`src/rtl/bram_burst_if.sv`:
```
// Burst command, read/write stream and RAM port bundle for bram_burst_ctrl.
// The slave modport is the controller's view; master is the surrounding system.
interface bram_burst_if #(
  parameter int unsigned MEMORY_DEPTH = 4096,
  parameter int unsigned DATA_WIDTH   = 16
);
  localparam int unsigned ADDRESS_WIDTH = $clog2(MEMORY_DEPTH);

  logic                     cmd_valid;
  logic                     cmd_ready;
  logic                     cmd_write;
  logic [ADDRESS_WIDTH-1:0] cmd_address;
  logic [ADDRESS_WIDTH-1:0] cmd_length;
  logic [DATA_WIDTH-1:0]    rd_data;
  logic                     rd_valid;
  logic                     rd_ready;
  logic [DATA_WIDTH-1:0]    wr_data;
  logic                     wr_valid;
  logic                     wr_ready;
  logic                     done;
  logic                     mem_wr;
  logic [DATA_WIDTH-1:0]    mem_data;
  logic [ADDRESS_WIDTH-1:0] mem_address;
  logic [DATA_WIDTH-1:0]    mem_q;

  modport master (
    output cmd_valid, cmd_write, cmd_address, cmd_length, rd_ready, wr_data, wr_valid, mem_q,
    input  cmd_ready, rd_data, rd_valid, wr_ready, done, mem_wr, mem_data, mem_address
  );

  modport slave (
    input  cmd_valid, cmd_write, cmd_address, cmd_length, rd_ready, wr_data, wr_valid, mem_q,
    output cmd_ready, rd_data, rd_valid, wr_ready, done, mem_wr, mem_data, mem_address
  );
endinterface

```
`src/rtl/bram_burst_ctrl.sv`:
```
// Burst controller in front of a registered-address block RAM: turns base+length commands into
// word-by-word RAM accesses, streaming reads out through a 2-entry FIFO and writes straight in.
module bram_burst_ctrl #(
  parameter int unsigned MEMORY_DEPTH = 4096,
  parameter int unsigned DATA_WIDTH   = 16
) (
  input logic       clk,
  input logic       rst,
  bram_burst_if.slave bus
);
  localparam int unsigned ADDRESS_WIDTH = $clog2(MEMORY_DEPTH);
  localparam logic [ADDRESS_WIDTH-1:0] LastAddr = ADDRESS_WIDTH'(MEMORY_DEPTH - 1);

  typedef enum logic [1:0] {StIdle, StRead, StWrite} state_e;

  state_e                   state_q;
  logic [ADDRESS_WIDTH-1:0] addr_q;
  logic [ADDRESS_WIDTH-1:0] issue_left_q;
  logic [ADDRESS_WIDTH-1:0] beat_left_q;
  logic [DATA_WIDTH-1:0]    fifo_q [2];
  logic [1:0]               count_q;
  // addr_pend_q: addr_q is a freshly issued word whose data shows on mem_q next cycle.
  // data_pend_q: mem_q holds an issued word not yet captured into the FIFO.
  logic                     addr_pend_q;
  logic                     data_pend_q;
  logic                     done_q;

  logic                     accept;
  logic                     wr_beat;
  logic                     pop;
  logic                     push;
  logic                     issue;
  logic                     data_pend_next;
  logic [1:0]               count_after_pop;
  logic [1:0]               count_next;
  logic [ADDRESS_WIDTH-1:0] addr_inc;

  always_comb begin
    accept          = bus.cmd_valid && (state_q == StIdle);
    wr_beat         = (state_q == StWrite) && bus.wr_valid;
    pop             = (state_q == StRead) && (count_q != 2'd0) && bus.rd_ready;
    count_after_pop = count_q - {1'b0, pop};
    push            = data_pend_q && (count_after_pop != 2'd2);
    count_next      = count_after_pop + {1'b0, push};
    // An uncaptured word stays readable as long as the RAM address is held still.
    data_pend_next  = addr_pend_q || (data_pend_q && !push);
    // Only move the address on when the word now on its way is sure to fit next cycle.
    issue           = (state_q == StRead) && (issue_left_q != '0) &&
                      (!data_pend_next || (count_next != 2'd2));
    addr_inc        = (addr_q == LastAddr) ? '0 : addr_q + 1'b1;
  end

  always_ff @(posedge clk) begin
    if (rst) begin
      state_q      <= StIdle;
      addr_q       <= '0;
      issue_left_q <= '0;
      beat_left_q  <= '0;
      fifo_q[0]    <= '0;
      fifo_q[1]    <= '0;
      count_q      <= 2'd0;
      addr_pend_q  <= 1'b0;
      data_pend_q  <= 1'b0;
      done_q       <= 1'b0;
    end else begin
      done_q <= 1'b0;
      case (state_q)
        StIdle: begin
          if (accept) begin
            if (bus.cmd_length == '0) begin
              done_q <= 1'b1;
            end else if (bus.cmd_write) begin
              state_q     <= StWrite;
              addr_q      <= bus.cmd_address;
              beat_left_q <= bus.cmd_length;
            end else begin
              state_q      <= StRead;
              addr_q       <= bus.cmd_address;
              issue_left_q <= bus.cmd_length - 1'b1;
              beat_left_q  <= bus.cmd_length;
              addr_pend_q  <= 1'b1;
            end
          end
        end
        StWrite: begin
          if (wr_beat) begin
            addr_q      <= addr_inc;
            beat_left_q <= beat_left_q - 1'b1;
            if (beat_left_q == ADDRESS_WIDTH'(1)) begin
              state_q <= StIdle;
              done_q  <= 1'b1;
            end
          end
        end
        StRead: begin
          addr_pend_q <= issue;
          data_pend_q <= data_pend_next;
          count_q     <= count_next;
          if (issue) begin
            addr_q       <= addr_inc;
            issue_left_q <= issue_left_q - 1'b1;
          end
          if (pop) begin
            fifo_q[0]   <= fifo_q[1];
            beat_left_q <= beat_left_q - 1'b1;
            if (beat_left_q == ADDRESS_WIDTH'(1)) begin
              state_q <= StIdle;
              done_q  <= 1'b1;
            end
          end
          if (push) begin
            fifo_q[count_after_pop[0]] <= bus.mem_q;
          end
        end
        default: state_q <= StIdle;
      endcase
    end
  end

  assign bus.cmd_ready   = (state_q == StIdle);
  assign bus.rd_data     = fifo_q[0];
  assign bus.rd_valid    = (count_q != 2'd0);
  assign bus.wr_ready    = (state_q == StWrite);
  assign bus.done        = done_q;
  assign bus.mem_wr      = wr_beat && !rst;
  assign bus.mem_data    = (state_q == StWrite) ? bus.wr_data : '0;
  assign bus.mem_address = addr_q;
endmodule
```
`src/flat_wrapper.sv`:
```
// flat-port wrapper written by rule: the top's interface ports become plain ports
module bram_burst_ctrl_flat 
#(
  parameter int unsigned MEMORY_DEPTH = 4096,
  parameter int unsigned DATA_WIDTH   = 16
)
  (clk, rst, bus_cmd_valid, bus_cmd_write, bus_cmd_address, bus_cmd_length, bus_rd_ready, bus_wr_data, bus_wr_valid, bus_mem_q, bus_cmd_ready, bus_rd_data, bus_rd_valid, bus_wr_ready, bus_done, bus_mem_wr, bus_mem_data, bus_mem_address);
  bram_burst_if #(.MEMORY_DEPTH(MEMORY_DEPTH), .DATA_WIDTH(DATA_WIDTH)) bus_i ();
  input logic clk;
  input logic rst;
  input wire logic [$bits(bus_i.cmd_valid)-1:0] bus_cmd_valid;
  input wire logic [$bits(bus_i.cmd_write)-1:0] bus_cmd_write;
  input wire logic [$bits(bus_i.cmd_address)-1:0] bus_cmd_address;
  input wire logic [$bits(bus_i.cmd_length)-1:0] bus_cmd_length;
  input wire logic [$bits(bus_i.rd_ready)-1:0] bus_rd_ready;
  input wire logic [$bits(bus_i.wr_data)-1:0] bus_wr_data;
  input wire logic [$bits(bus_i.wr_valid)-1:0] bus_wr_valid;
  input wire logic [$bits(bus_i.mem_q)-1:0] bus_mem_q;
  output wire logic [$bits(bus_i.cmd_ready)-1:0] bus_cmd_ready;
  output wire logic [$bits(bus_i.rd_data)-1:0] bus_rd_data;
  output wire logic [$bits(bus_i.rd_valid)-1:0] bus_rd_valid;
  output wire logic [$bits(bus_i.wr_ready)-1:0] bus_wr_ready;
  output wire logic [$bits(bus_i.done)-1:0] bus_done;
  output wire logic [$bits(bus_i.mem_wr)-1:0] bus_mem_wr;
  output wire logic [$bits(bus_i.mem_data)-1:0] bus_mem_data;
  output wire logic [$bits(bus_i.mem_address)-1:0] bus_mem_address;
  assign bus_i.cmd_valid = bus_cmd_valid;
  assign bus_i.cmd_write = bus_cmd_write;
  assign bus_i.cmd_address = bus_cmd_address;
  assign bus_i.cmd_length = bus_cmd_length;
  assign bus_i.rd_ready = bus_rd_ready;
  assign bus_i.wr_data = bus_wr_data;
  assign bus_i.wr_valid = bus_wr_valid;
  assign bus_i.mem_q = bus_mem_q;
  assign bus_cmd_ready = bus_i.cmd_ready;
  assign bus_rd_data = bus_i.rd_data;
  assign bus_rd_valid = bus_i.rd_valid;
  assign bus_wr_ready = bus_i.wr_ready;
  assign bus_done = bus_i.done;
  assign bus_mem_wr = bus_i.mem_wr;
  assign bus_mem_data = bus_i.mem_data;
  assign bus_mem_address = bus_i.mem_address;
  bram_burst_ctrl #(.MEMORY_DEPTH(MEMORY_DEPTH), .DATA_WIDTH(DATA_WIDTH)) u_core (.clk(clk), .rst(rst), .bus(bus_i));
endmodule
```
`config.mk`:
```
export PLATFORM = sky130hd
export DESIGN_NAME = bram_burst_ctrl_flat
export DESIGN_NICKNAME = d
export VERILOG_FILES = /design/src/rtl/bram_burst_if.sv /design/src/rtl/bram_burst_ctrl.sv /design/src/flat_wrapper.sv
export SDC_FILE = /design/constraint.sdc
export NUM_CORES = 1
export LEC_CHECK = 0
export BUFFER_PORTS_ARGS = -buffer_cell sky130_fd_sc_hd__buf_4
export CAP_MARGIN = 10
export CORE_UTILIZATION = 50
export CTS_CLUSTER_SIZE = 25
export DETAILED_ROUTE_END_ITERATION = 8
export GPL_TIMING_DRIVEN = 0
export PLACE_DENSITY = 0.75
export SETUP_SLACK_MARGIN = 0.3
export SLEW_MARGIN = 10
export SYNTH_ARGS = -nofsm -noshare
export SYNTH_HDL_FRONTEND = slang
export SYNTH_SLANG_ARGS = --single-unit
```
`constraint.sdc`:
```
create_clock -name clk -period 6.7 [get_ports clk]
set_input_delay 0.67 -clock clk [delete_from_list [all_inputs] [get_ports clk]]
set_output_delay 0.67 -clock clk [all_outputs]
set_load 0.05 [all_outputs]
```
== Word-level counts from Yosys, hierarchy flattened ==
Memories as Yosys holds them, arrays and structs flattened.
Index checks and enable logic that the tools add are counted.
Storage, ports and cells
  memory bits (writable): 32
  input port bits: 62
  memories: 1
  logic and storage cells: 102
  bits in registers: 43
Memories
  u_core.fifo_q: depth 2, width 16, rd ports 2, clocked after Yosys merged registers in 0, write ports 2, line bram_burst_ctrl.sv:20  | logic [DATA_WIDTH-1:0] fifo_q [2];
Operators by class
  add/sub/neg operators: 6
  muxes and demuxes: 48
  bitwise operators: 1
  equality and inequality tests: 12
  reduce and logical (&&, ||, !) cells: 26
Operators by type and width (number)
  two-way mux 12 bit: 13
  one-hot mux 12 bit (3 select lines): 2
  two-way mux 16 bit: 3
  subtractor 12 x 1 -> 12 bit, second input constant: 3
  one-hot mux 12 bit (2 select lines): 1
  two-way mux 1 bit: 20
  OR reduction 16 bit: 1
  AND reduction 5 bit: 3
  adder 12 x 1 -> 12 bit, second input constant: 1
  == test 12 x 1 -> 1 bit, second input constant: 1
  == test 12 bit, second input constant: 1
  zero test 12 bit: 1
  two-way mux 2 bit: 6
  nonzero test 12 bit: 1
  logical AND 1 bit: 9
  inequality test 2 x 1 -> 1 bit, second input constant: 4
  inequality test 2 bit, second input constant: 4
  AND reduction 4 bit: 2
  one-hot mux 2 bit (3 select lines): 1
  nonzero test 2 bit: 2
  zero test 1 bit: 3
  one-hot mux 1 bit (3 select lines): 1
  nonzero test 3 bit: 1
  adder 2 x 1 -> 2 bit: 1
  7 further kinds: 8

== Longest topological paths before layout ==
  word-level depth: 14
  gate-level depth with buffers: 14
  gate-level depth less buffers: 10

== Worst setup path before layout ==
OpenSTA, ideal clock, no wires.
  path type: reg2reg
  from: register u_core.state_q[1]
  to: register u_core.issue_left_q[10]
  arrival: 3.241 ns
  buffers on the path: 4
  data required time: 6.618 ns
  setup slack: 3.376 ns
  cell stages (with the launch flop): 14
  library setup time: 0.082 ns
  clock period less this slack: 3.324 ns
  path through: dfxtp_1 -> inv_1 -> ha_1 -> buf_4 -> buf_6 -> clkbuf_1 -> clkbuf_1 -> mux2i_1 -> ha_1 -> nor4bb_1 -> o22ai_1 -> or3_1 -> o31a_1 -> o221ai_1
On the way
  word-level cells in the longest chain between the ends: 14
  elaborated cells between the ends (all ways): 24
  those cells by class: add/sub: 2; eq/ne: 7; mux: 1; reduce/logical: 14
Ends and longest elaborated chain
  start, declared: line bram_burst_ctrl.sv:16  | state_e state_q;
  start signal, assigned: line bram_burst_ctrl.sv:55  | state_q <= StIdle;
  start signal, assigned: line bram_burst_ctrl.sv:73  | state_q <= StWrite;
  start signal, assigned: line bram_burst_ctrl.sv:77  | state_q <= StRead;
  branches (longest 14 deep; another with subtractor 2 x 1 -> 2 bit)
  end signal, assigned: line bram_burst_ctrl.sv:79  | issue_left_q <= bus.cmd_length - 1'b1;
  end signal, assigned: line bram_burst_ctrl.sv:101  | issue_left_q <= issue_left_q - 1'b1;
  end, declared: line bram_burst_ctrl.sv:18  | logic [ADDRESS_WIDTH-1:0] issue_left_q;
Several ways; the timed one is not identified.
A chain may end at the register's enable or synchronous reset.

== Worst setup path after layout ==
Same ends and word-level chain as after synthesis.

==> results.cfg <==
[pwr]
power_density_nw_per_um2 = 449
leakage_nw = 2.25
ir_drop_v = 0.000254
total_power_mw = 2.55

[routing]
final_antenna_net_count = 0
drt-total-wl_mm = 12.4
firstDrtPassIters = 5
first_iter_violations = 293
drc = 0
wire_per_inst_um = 16.8
vias_per_cell = 5.93
vias = 4397

[floorplanning]
start_util_pct = 51.7
core.rowCount = 34
die_w_um = 97.2
pin_count = 111
fp.coreArea_um2 = 8760
dieArea_um2 = 9450
die_h_um = 97.2

[grt]
grt_pass1_wl_mm = 20.6
grt_pass1_vias = 4167
grt_use_total_pct = 26.8
antenna_found_initial = 0
globalRouteOverflowTotal = 0
grt_max_degree = 17

[yosys]
yosysSeqAreaShare_pct = 40.2
synth_nets = 579
synthAdderAreaFrac_pct = 2.48
netlist_area_um2 = 4530
synth_top_area_share_pct = 21.2
ys_top_cells_by_area = edfxtp_1, dfxtp_1, and2_1
yosys.cell_types.count = 70
synth_area_per_cell_um2 = 8.93
syn_inst = 508
synth-main-ff-cell = dfxtp_1
synth_compound_area_share_pct = 20.6
synthMuxAreaShare_pct = 2.37
synth-seq-cells = 75
synth_edf_count = 32
synth_xor_area_share_pct = 2.51
yosysTopAreaCell = edfxtp_1
synth_top_family_by_area = simple AND/OR/NAND/NOR gates
synth-simple-area-share_pct = 27.3
yosysWarnings = 0
synthArstFlopShare_pct = 0

[setup_path]
r2r_slack_ps = 2620
r2r-end = u_core.issue_left_q[10]
worstPathArrival_ps = 4360
path_class = reg2reg
end_kind = register
worstRegToRegCells = 13
startpoint_type = register
worstPathRequired_ps = 6980
crit-reg2reg-launch = u_core.state_q[1]
crit_fanout = 10

[timing]
slew_headroom_pct = 32.5
fin_worst_skew_ps = 13.9
tns_ps = 0
setup_viol = 0
rsz0062_at_grt = false
maxSlewViolCount = 0
tightestPinTransition_ps = 1010
fmax_mhz = 245
min_period_over_period_pct = 60.9
hold_viol = 0
period_needed_ps = 4080

[cells_and_area]
drive_above_1_share_pct = 23.3
stdcell_area_um2 = 5680
final_nets = 700
fillers = 725
final_cells = 742
syn_to_final_growth_pct = 25.3
diodes = 0
post-route-util_pct = 64.8

[placed_design]
place_area_um2 = 5500
place.gp.congestion = 0.912
dp.cells = 726
io_buffers = 109
place_hpwl_mm = 9.23

[status]
outcome = finished clean

[clock_tree]
post_cts_buffers = 0
cts_resized = 0
numCtsBuffers = 9
clk_pin_slew_ps = 80
cts.sinks = 75
cts-htree-levels = 3
hold_buffers = 0
ctsLongestPathBuffers = 2
clk_latency_ps = 360
cts_tree = done
clock-root-buffer = clkbuf_8

[worst_hold_path]
hold_end = u_core.issue_left_q[0]
worstHoldStart = u_core.issue_left_q[0]
hold_path.class = reg2reg
whs_path_depth = 2

[flow_run]
drv_cap = 0
per-layer routing:
layer | up-vias | wire length, µm | global-route usage [%]
met5 | - | 0 | 0
met3 | 16 | 753 | 3.81
met4 | 0 | 233 | 8.14
met2 | 161 | 5900 | 44.9
li1 | 2144 | - | -
met1 | 2076 | 5560 | 35.9
worst max-delay path, cell delays in order (launching register included):
cell and delay [ps]:
dfxtp_1 340, inv_1 90, ha_1 270, buf_4 210
buf_6 150, clkbuf_1 330, clkbuf_1 460, mux2i_1 320
ha_1 270, nor4b_1 380, o22ai_1 330, or3_1 420
o31a_1 240, o221ai_1 170
cell families (layout without fill, tap and decap cells):
logic type               Yosys count  in the layout
AND/OR/NAND/NOR                  219            219
AO/OA/AOI/OAI                    133            133
flip-flops                        75             75
buffers and inverters             49            175
XOR/XNOR                          13             13
multiplexers                      10             10
adder cells (fa/ha/maj)            9              9
state kept, by name (all words and copies together), names as in the netlist:
name / cells
u_core.state_q: 2
u_core.bus.mem_address: 12
u_core.bus.done: 1
u_core.data_pend_q: 1
u_core.issue_left_q: 12
u_core.count_q: 2
u_core.beat_left_q: 12
u_core.fifo_q: 32
u_core.addr_pend_q: 1
synthesized netlist by cell type, types with 3 or more instances:
cell type / number
edfxtp_1: 32
o32ai_1: 4
nand4_1: 4
nor2_1: 37
clkbuf_1: 20
ha_1: 9
and2_1: 39
buf_2: 5
nand4b_1: 4
nand2_1: 28
and3_1: 5
nand3_1: 12
o31ai_1: 8
nor3_1: 24
a21o_1: 5
a21oi_1: 41
nand2b_1: 6
a31oi_1: 3
and4_1: 3
o21ai_0: 16
a211oi_1: 5
a22oi_1: 3
nor2b_1: 9
nor4_1: 6
xnor2_1: 6
xor2_1: 7
inv_1: 18
o221ai_1: 9
nand3b_1: 5
or3_1: 11
dfxtp_1: 43
o311ai_0: 3
or4_1: 7
a22o_1: 17
or2_2: 5
mux2i_1: 7
how the worst max path moves through the flow:
stage                      start                      end  slack (ps)  cells after the start
3_5_place_dp   u_core.state_q[1]  u_core.issue_left_q[10]        2710                     13
3_3_place_gp   u_core.state_q[1]  u_core.issue_left_q[10]        2720                     13
4_1_cts        u_core.state_q[1]  u_core.issue_left_q[10]        2660                     13
6_report       u_core.state_q[1]  u_core.issue_left_q[10]        2620                     13
2_1_floorplan  u_core.state_q[1]  u_core.issue_left_q[10]        3380                     13
5_1_grt        u_core.state_q[1]  u_core.issue_left_q[10]        2250                     13
layout by cell type, fill, tap and decap left out, drive strengths merged, types with 4 or more instances in the layout:
cell and instances:
buf 120, dfxtp 43, a21oi 41, and2 39, nor2 37, edfxtp 32, clkbuf 31, nand2 28
nor3 25, inv 20, a22o 17, o21ai 16, nand3 12, or3 11, o221ai 10, nor2b 9
ha 9, o31ai 8, or4 8, mux2i 7, xor2 7, xnor2 6, nor4 6, nand2b 6
or2 6, nand4 6, a211oi 5, nand3b 5, and3 5, a21o 5, nand4b 4, o32ai 4
power breakdown:
group / switching [mW] / total [mW] / internal (mW) / leakage [nW]
Clock: 0.180 / 0.338 / 0.158 / 0.0914
Combinational: 0.980 / 1.51 / 0.531 / 1.48
Sequential: 0.119 / 0.701 / 0.582 / 0.683
Total: 1.28 / 2.55 / 1.27 / 2.25
layout make-up:
type	instances	area (µm²)	area share, %
plain buffers	30	134	2.36
clock buffers	11	153	2.69
clock inverters	5	35.0	0.616
inverters	19	71.3	1.25
multi-input cells	384	2510	44.1
flip-flops and latches	75	1820	32.1
well taps	108	135	2.38
repair buffers	110	826	14.5
stage by stage:
stage / hold WS (ps) / setup slack, ps
6_report: 470 / 2620
4_1_cts: 470 / 2660
5_1_grt: 507 / 2250
3_3_place_gp: 458 / 2720
3_5_place_dp: 459 / 2710
2_1_floorplan: 444 / 3380
(Power assumes the default switching activity.)
